File: src/rtl/shift_rx_pkg.sv
// Shared types and constants for the shift_rx8 serial byte receiver.
// SHIFT_RX_PARITY_EN selects a 9-bit frame whose last bit is even parity.
package shift_rx_pkg;

   localparam int unsigned BYTE_W = 8;
   localparam int unsigned CNT_W  = 4;

`ifdef SHIFT_RX_PARITY_EN
   localparam int unsigned FRAME_BITS = 9;
`else
   localparam int unsigned FRAME_BITS = 8;
`endif

   typedef enum logic [1:0] {
      IDLE,
      SHIFT,
      STROBE
   } rx_state_t;

   // Even parity holds when data bits plus parity bit contain an even number of ones.
   function automatic logic even_parity_ok(input logic [BYTE_W-1:0] data, input logic par);
      return ~(^{data, par});
   endfunction

endpackage

File: src/rtl/shift_rx8_sync_edge.sv
// Multi-flop synchronizer with rise/fall pulses derived from the synchronized level.
module sync_edge #(
   parameter int unsigned SYNC_STAGES = 2,
   parameter logic        RST_VAL     = 1'b0
) (
   input  logic clk,
   input  logic rst_n,
   input  logic d_i,
   output logic sync_o,
   output logic rise_o,
   output logic fall_o
);

   logic [SYNC_STAGES-1:0] chain_q;
   logic [SYNC_STAGES-1:0] chain_d;
   logic                   prev_q;
   logic                   prev_d;

   // Shift the raw input down the chain and remember the previous synced level.
   always_comb begin
      chain_d = {chain_q[SYNC_STAGES-2:0], d_i};
      prev_d  = chain_q[SYNC_STAGES-1];
   end

   // Synchronizer and edge-history flops.
   always_ff @(posedge clk or negedge rst_n) begin
      if (!rst_n) begin
         chain_q <= {SYNC_STAGES{RST_VAL}};
         prev_q  <= RST_VAL;
      end else begin
         chain_q <= chain_d;
         prev_q  <= prev_d;
      end
   end

   // Level and single-cycle edge pulses on the synchronized signal.
   always_comb begin
      sync_o = chain_q[SYNC_STAGES-1];
      rise_o = chain_q[SYNC_STAGES-1] & ~prev_q;
      fall_o = ~chain_q[SYNC_STAGES-1] & prev_q;
   end

endmodule

File: src/rtl/shift_rx8.sv
// Serial-to-parallel byte receiver feeding an 8-bit enable latch.
// sck/cs_n/sdi are synchronized into clk; data_o only updates with a 1-clk latch_en_o.
// Optional macro SHIFT_RX_PARITY_EN adds a 9th even-parity bit and parity_err_o.
module shift_rx8
   import shift_rx_pkg::*;
#(
   parameter int unsigned SYNC_STAGES = 2,
   parameter int unsigned MSB_FIRST   = 1
) (
   input  logic              clk,
   input  logic              rst_n,
   input  logic              sck,
   input  logic              cs_n,
   input  logic              sdi,
   output logic [BYTE_W-1:0] data_o,
   output logic              latch_en_o,
   output logic              busy_o,
   output logic              frame_err_o
`ifdef SHIFT_RX_PARITY_EN
   ,
   output logic              parity_err_o
`endif
);

   localparam logic [CNT_W-1:0] LAST_CNT = CNT_W'(FRAME_BITS);
   localparam logic [CNT_W-1:0] DATA_CNT = CNT_W'(BYTE_W);

   logic sck_sync, sck_rise, sck_fall;
   logic cs_sync, cs_rise, cs_fall;
   logic sdi_sync, sdi_rise, sdi_fall;
   logic unused_edges;

   rx_state_t         state_q, state_d;
   logic [CNT_W-1:0]  bit_cnt_q, bit_cnt_d;
   logic [BYTE_W-1:0] shift_q, shift_d;
   logic [BYTE_W-1:0] data_q, data_d;
   logic              latch_en_q, latch_en_d;
   logic              frame_err_q, frame_err_d;
`ifdef SHIFT_RX_PARITY_EN
   logic              par_q, par_d;
   logic              parity_err_q, parity_err_d;
`endif

   sync_edge #(.SYNC_STAGES(SYNC_STAGES), .RST_VAL(1'b0)) u_sync_sck (
      .clk    (clk),
      .rst_n  (rst_n),
      .d_i    (sck),
      .sync_o (sck_sync),
      .rise_o (sck_rise),
      .fall_o (sck_fall)
   );

   // cs_n chain resets low so a select still held low at reset release
   // cannot look like a fresh frame start.
   sync_edge #(.SYNC_STAGES(SYNC_STAGES), .RST_VAL(1'b0)) u_sync_cs (
      .clk    (clk),
      .rst_n  (rst_n),
      .d_i    (cs_n),
      .sync_o (cs_sync),
      .rise_o (cs_rise),
      .fall_o (cs_fall)
   );

   sync_edge #(.SYNC_STAGES(SYNC_STAGES), .RST_VAL(1'b0)) u_sync_sdi (
      .clk    (clk),
      .rst_n  (rst_n),
      .d_i    (sdi),
      .sync_o (sdi_sync),
      .rise_o (sdi_rise),
      .fall_o (sdi_fall)
   );

   assign unused_edges = sck_sync ^ sck_fall ^ sdi_rise ^ sdi_fall;

   // State register.
   always_ff @(posedge clk or negedge rst_n) begin
      if (!rst_n) begin
         state_q <= IDLE;
      end else begin
         state_q <= state_d;
      end
   end

   // Next-state logic; a full frame takes priority over a late cs_n rise.
   always_comb begin
      state_d = state_q;
      unique case (state_q)
         IDLE: begin
            if (cs_fall) state_d = SHIFT;
         end
         SHIFT: begin
            if (bit_cnt_q == LAST_CNT) state_d = STROBE;
            else if (cs_rise)          state_d = IDLE;
         end
         STROBE: begin
            state_d = cs_sync ? IDLE : SHIFT;
         end
         default: state_d = IDLE;
      endcase
   end

   // Datapath and registered-strobe next values; cs_n rise beats a coincident sck rise.
   always_comb begin
      bit_cnt_d   = bit_cnt_q;
      shift_d     = shift_q;
      data_d      = data_q;
      latch_en_d  = 1'b0;
      frame_err_d = 1'b0;
`ifdef SHIFT_RX_PARITY_EN
      par_d        = par_q;
      parity_err_d = 1'b0;
`endif
      unique case (state_q)
         IDLE: begin
            bit_cnt_d = '0;
         end
         SHIFT: begin
            if (bit_cnt_q == LAST_CNT) begin
               bit_cnt_d = bit_cnt_q;
            end else if (cs_rise) begin
               bit_cnt_d   = '0;
               frame_err_d = (bit_cnt_q != '0);
            end else if (sck_rise) begin
               bit_cnt_d = bit_cnt_q + CNT_W'(1);
               if (bit_cnt_q < DATA_CNT) begin
                  if (MSB_FIRST != 0) shift_d = {shift_q[BYTE_W-2:0], sdi_sync};
                  else                shift_d = {sdi_sync, shift_q[BYTE_W-1:1]};
               end
`ifdef SHIFT_RX_PARITY_EN
               else begin
                  par_d = sdi_sync;
               end
`endif
            end
         end
         STROBE: begin
            bit_cnt_d = '0;
`ifdef SHIFT_RX_PARITY_EN
            if (even_parity_ok(shift_q, par_q)) begin
               data_d     = shift_q;
               latch_en_d = 1'b1;
            end else begin
               parity_err_d = 1'b1;
            end
`else
            data_d     = shift_q;
            latch_en_d = 1'b1;
`endif
         end
         default: bit_cnt_d = '0;
      endcase
   end

   // Datapath and output registers.
   always_ff @(posedge clk or negedge rst_n) begin
      if (!rst_n) begin
         bit_cnt_q   <= '0;
         shift_q     <= '0;
         data_q      <= '0;
         latch_en_q  <= 1'b0;
         frame_err_q <= 1'b0;
`ifdef SHIFT_RX_PARITY_EN
         par_q        <= 1'b0;
         parity_err_q <= 1'b0;
`endif
      end else begin
         bit_cnt_q   <= bit_cnt_d;
         shift_q     <= shift_d;
         data_q      <= data_d;
         latch_en_q  <= latch_en_d;
         frame_err_q <= frame_err_d;
`ifdef SHIFT_RX_PARITY_EN
         par_q        <= par_d;
         parity_err_q <= parity_err_d;
`endif
      end
   end

   // Output drive.
   always_comb begin
      data_o      = data_q;
      latch_en_o  = latch_en_q;
      frame_err_o = frame_err_q;
      busy_o      = (state_q != IDLE);
`ifdef SHIFT_RX_PARITY_EN
      parity_err_o = parity_err_q;
`endif
   end

endmodule

File: config.mk
export PLATFORM = sky130hd
export DESIGN_NAME = shift_rx8
export DESIGN_NICKNAME = d
export VERILOG_FILES = /design/src/rtl/shift_rx_pkg.sv /design/src/rtl/shift_rx8_sync_edge.sv /design/src/rtl/shift_rx8.sv
export SDC_FILE = /design/constraint.sdc
export NUM_CORES = 1
export LEC_CHECK = 0
export CORE_UTILIZATION = 40
export CTS_BUF_LIST = sky130_fd_sc_hd__clkbuf_2 sky130_fd_sc_hd__clkbuf_4 sky130_fd_sc_hd__clkbuf_8
export DETAILED_ROUTE_END_ITERATION = 10
export PLACE_DENSITY = 0.63
export SYNTH_ARGS = -nofsm -noshare
export SYNTH_HDL_FRONTEND = slang
export SYNTH_SLANG_ARGS = --single-unit
File: constraint.sdc
create_clock -name clk -period 1.75 [get_ports clk]
set_input_delay 0.35 -clock clk [delete_from_list [all_inputs] [get_ports clk]]
set_output_delay 0.35 -clock clk [all_outputs]
set_load 0.05 [all_outputs]
==> metrics.txt, run 1 <==
EDFF count, synth 0; H-tree levels 2; largest net degree at the start of global routing 33; synth unique cells 23; crit end category flop; CP Max Fanout 8; hpwl dp 1.17 mm; clock-pin slew on the worst setup and hold paths 90 ps; drt via density 4.97; final clock skew 5.97 ps; Clock Latency Late Sink around 330 ps; Slew Viols, Final 0; number of synthesized register bits 32; Pwr per Cell Area 1080 nW/um2; Slew Limit Headroom 68.3%; CTS Sinks 32; post-synthesis cell count 80; Synth Cell Area between 1000 and 1500 um2; Initial DRT Pass Iterations 6; post-route antenna net violation count 0; total power 1.56 mW; initial antenna violation count 0; syn_area_per_cell 15.3 um2; Starting Density 43.4%; Die W roughly 57 um; TritonCTS clock tree yes; number of placed cells counting well taps ~130; Post-Syn Nets 87; setup bufs post-CTS 0; dpl cell area 1390 um2; IO buf count 15; worst slew pin tran 475 ps; residual DRC count 2; die height 57.4 um; Reg-to-Reg Start state_q[1]$_DFFE_PN0P_; HP Start u_sync_sdi.chain_q[0]$_DFF_PN0_; DRT Wirelength 1.73 mm; worst hold slack 352 ps; GR Overflow Total 0; CTS root buf clkbuf_4; critical path required time 1960 ps; fill cell count about 260; CTS buffer count 5; Post-synth ARST share 100%; kind of critical path flop to flop; Final min period 1690 ps; core area ~2800 um2; post-layout util 51.4%; GRT Resource Usage Total 13.6%; post-synth top area share 65.2%; DRT iter0 DRCs 11; die footprint 3290 um2; Worst Slack Setup Final 61.5 ps; cell taking the most area after synthesis dfrtp_1; post-CTS sizing 0; RSZ-0062 raised after global routing false; Setup Viol. Count Final 0; DR WL/cell 12.9 um; f_max around 590 MHz; leakage 0.760 nW; Ports 16; routability cong. around 0.76; top post-synthesis cells by area dfrtp_1, mux2_4, mux2_2; CP startpoint state_q[1]$_DFFE_PN0P_; layout cell share with drive strength beyond 1 38.8%; Peak supply drop 0.709 mV; yosys warns 0; Max Cap Violations 0; predominant post-synthesis flop cell dfrtp_1; wire length of the first global-routing pass 3.20 mm; Total Negative Setup Slacks 0 ps; register area share after synthesis 65.2%; Fin. Hold Viols 0; crit path DAT 1900 ps; # rows 19; maximum buffer depth of the clock tree 2; via count 666; diode count 0; Nets 109; Layout area overhead 18.6%; startpoint types flop; violated checks DRC; vias in the first global route 709; hold buffers post-CTS 0; pre-CTS setup slack 78.5 ps; Design Area, Final roughly 1500 um2; final period utilization 96.5%; Hold Crit Class flop to flop; run status complete, but fails checks; final cell count without fillers 134
-- cells in the final DEF, fill, tap and decap left out, drive strengths merged, types with 2 or more instances in the layout --
| cell | instances |
|---|---|
| inv | 4 |
| nor2 | 3 |
| ha | 2 |
| o21ai | 2 |
| nor2b | 3 |
| nand2b | 3 |
| clkbuf | 8 |
| nor3b | 2 |
| mux2 | 16 |
| clkdlybuf4s50 | 4 |
| dfrtp | 32 |
| buf | 13 |
| a22o | 2 |
-- flip-flops by register name, indices dropped and copies added, names as in the netlist, 2 cells and up --
| signal | cells |
|---|---|
| bit_cnt_q | 4 |
| data_o | 8 |
| shift_q | 8 |
| state_q | 2 |
| u_sync_cs.chain_q | 2 |
| u_sync_sck.chain_q | 2 |
| u_sync_sdi.chain_q | 2 |
-- critical path, cell delays in order, from the launching register on --
cell and delay (ps):
dfrtp_1 430, nor2b_4 150, nand2_2 60, or3_1 560, mux2_4 370
-- worst paths after layout --
path                                              endpoint  slack [ps]  cells past startpoint
setup / recovery                    shift_q[2]$_DFFE_PN0P_          60                      4
setup reg to reg                    shift_q[2]$_DFFE_PN0P_          60                      4
hold / removal             u_sync_sdi.chain_q[1]$_DFF_PN0_         350                      0
min in group asynchronous            data_o[3]$_DFFE_PN0N_         410                      2
hold reg to reg            u_sync_sdi.chain_q[1]$_DFF_PN0_         350                      0
max in group asynchronous         bit_cnt_q[1]$_DFFE_PN0P_        1060                      2
-- kinds of logic after synthesis --
| logic type | share of synthesized area, % |
|---|---|
| DFF | 65.2 |
| muxes | 17.1 |
| and+or+nand+nor | 8.26 |
| adders and majority gates | 2.04 |
| buffers and inverters | 2.45 |
| AOI/OAI and AO/OA | 4.18 |
| xor gates and xnor gates | 0.714 |
-- cells in the mapped netlist, drive strengths merged, types with 2 or more instances --
library cell,number
nor3b,2
mux2,16
nor2,3
nand2b,3
a22o,2
nor2b,3
inv,4
dfrtp,32
ha,2
o21ai,2
-- power breakdown --
group / internal, mW / switching, mW / leakage (nW) / total (mW)
clock network: 0.229 / 0.229 / 0.0394 / 0.458
registers: 0.822 / 0.0647 / 0.419 / 0.886
logic: 0.139 / 0.0817 / 0.301 / 0.221
-- cell type report --
| cell class | instances | area (um2) | share of cell area, % |
|---|---|---|---|
| Tap cell | 31 | 38.8 | 2.67 |
| Clock buffer | 8 | 66.3 | 4.56 |
| Multi-Input combinational cell | 42 | 397 | 27.3 |
| Sequential cell | 32 | 801 | 55.0 |
| Inverter | 4 | 15.0 | 1.03 |
| Timing Repair Buffer | 17 | 138 | 9.46 |
-- routing by layer --
metal | GRT usage, % | vias up | share of wire, %
met3 | 4.99 | 8 | 4.8
li1 | - | 318 | -
met1 | 17.1 | 323 | 49
met4 | 10.5 | 0 | 3.5
met5 | 0 | - | 0
met2 | 18.9 | 17 | 43
No activity file was read; power rests on OpenSTA's default activity.
==> run 2, diff against run 1 <==
--- a/config.mk
+++ b/config.mk
@@ -9,6 +9,8 @@
 export CTS_BUF_LIST = sky130_fd_sc_hd__clkbuf_2 sky130_fd_sc_hd__clkbuf_4 sky130_fd_sc_hd__clkbuf_8
 export DETAILED_ROUTE_END_ITERATION = 10
 export PLACE_DENSITY = 0.63
+export SLEW_MARGIN = 0
 export SYNTH_ARGS = -nofsm -noshare
 export SYNTH_HDL_FRONTEND = slang
 export SYNTH_SLANG_ARGS = --single-unit
+export TNS_END_PERCENT = 5
==> results of run 2 <==
Same layout as run 1: the final DEF is identical, and so are final timing and power.
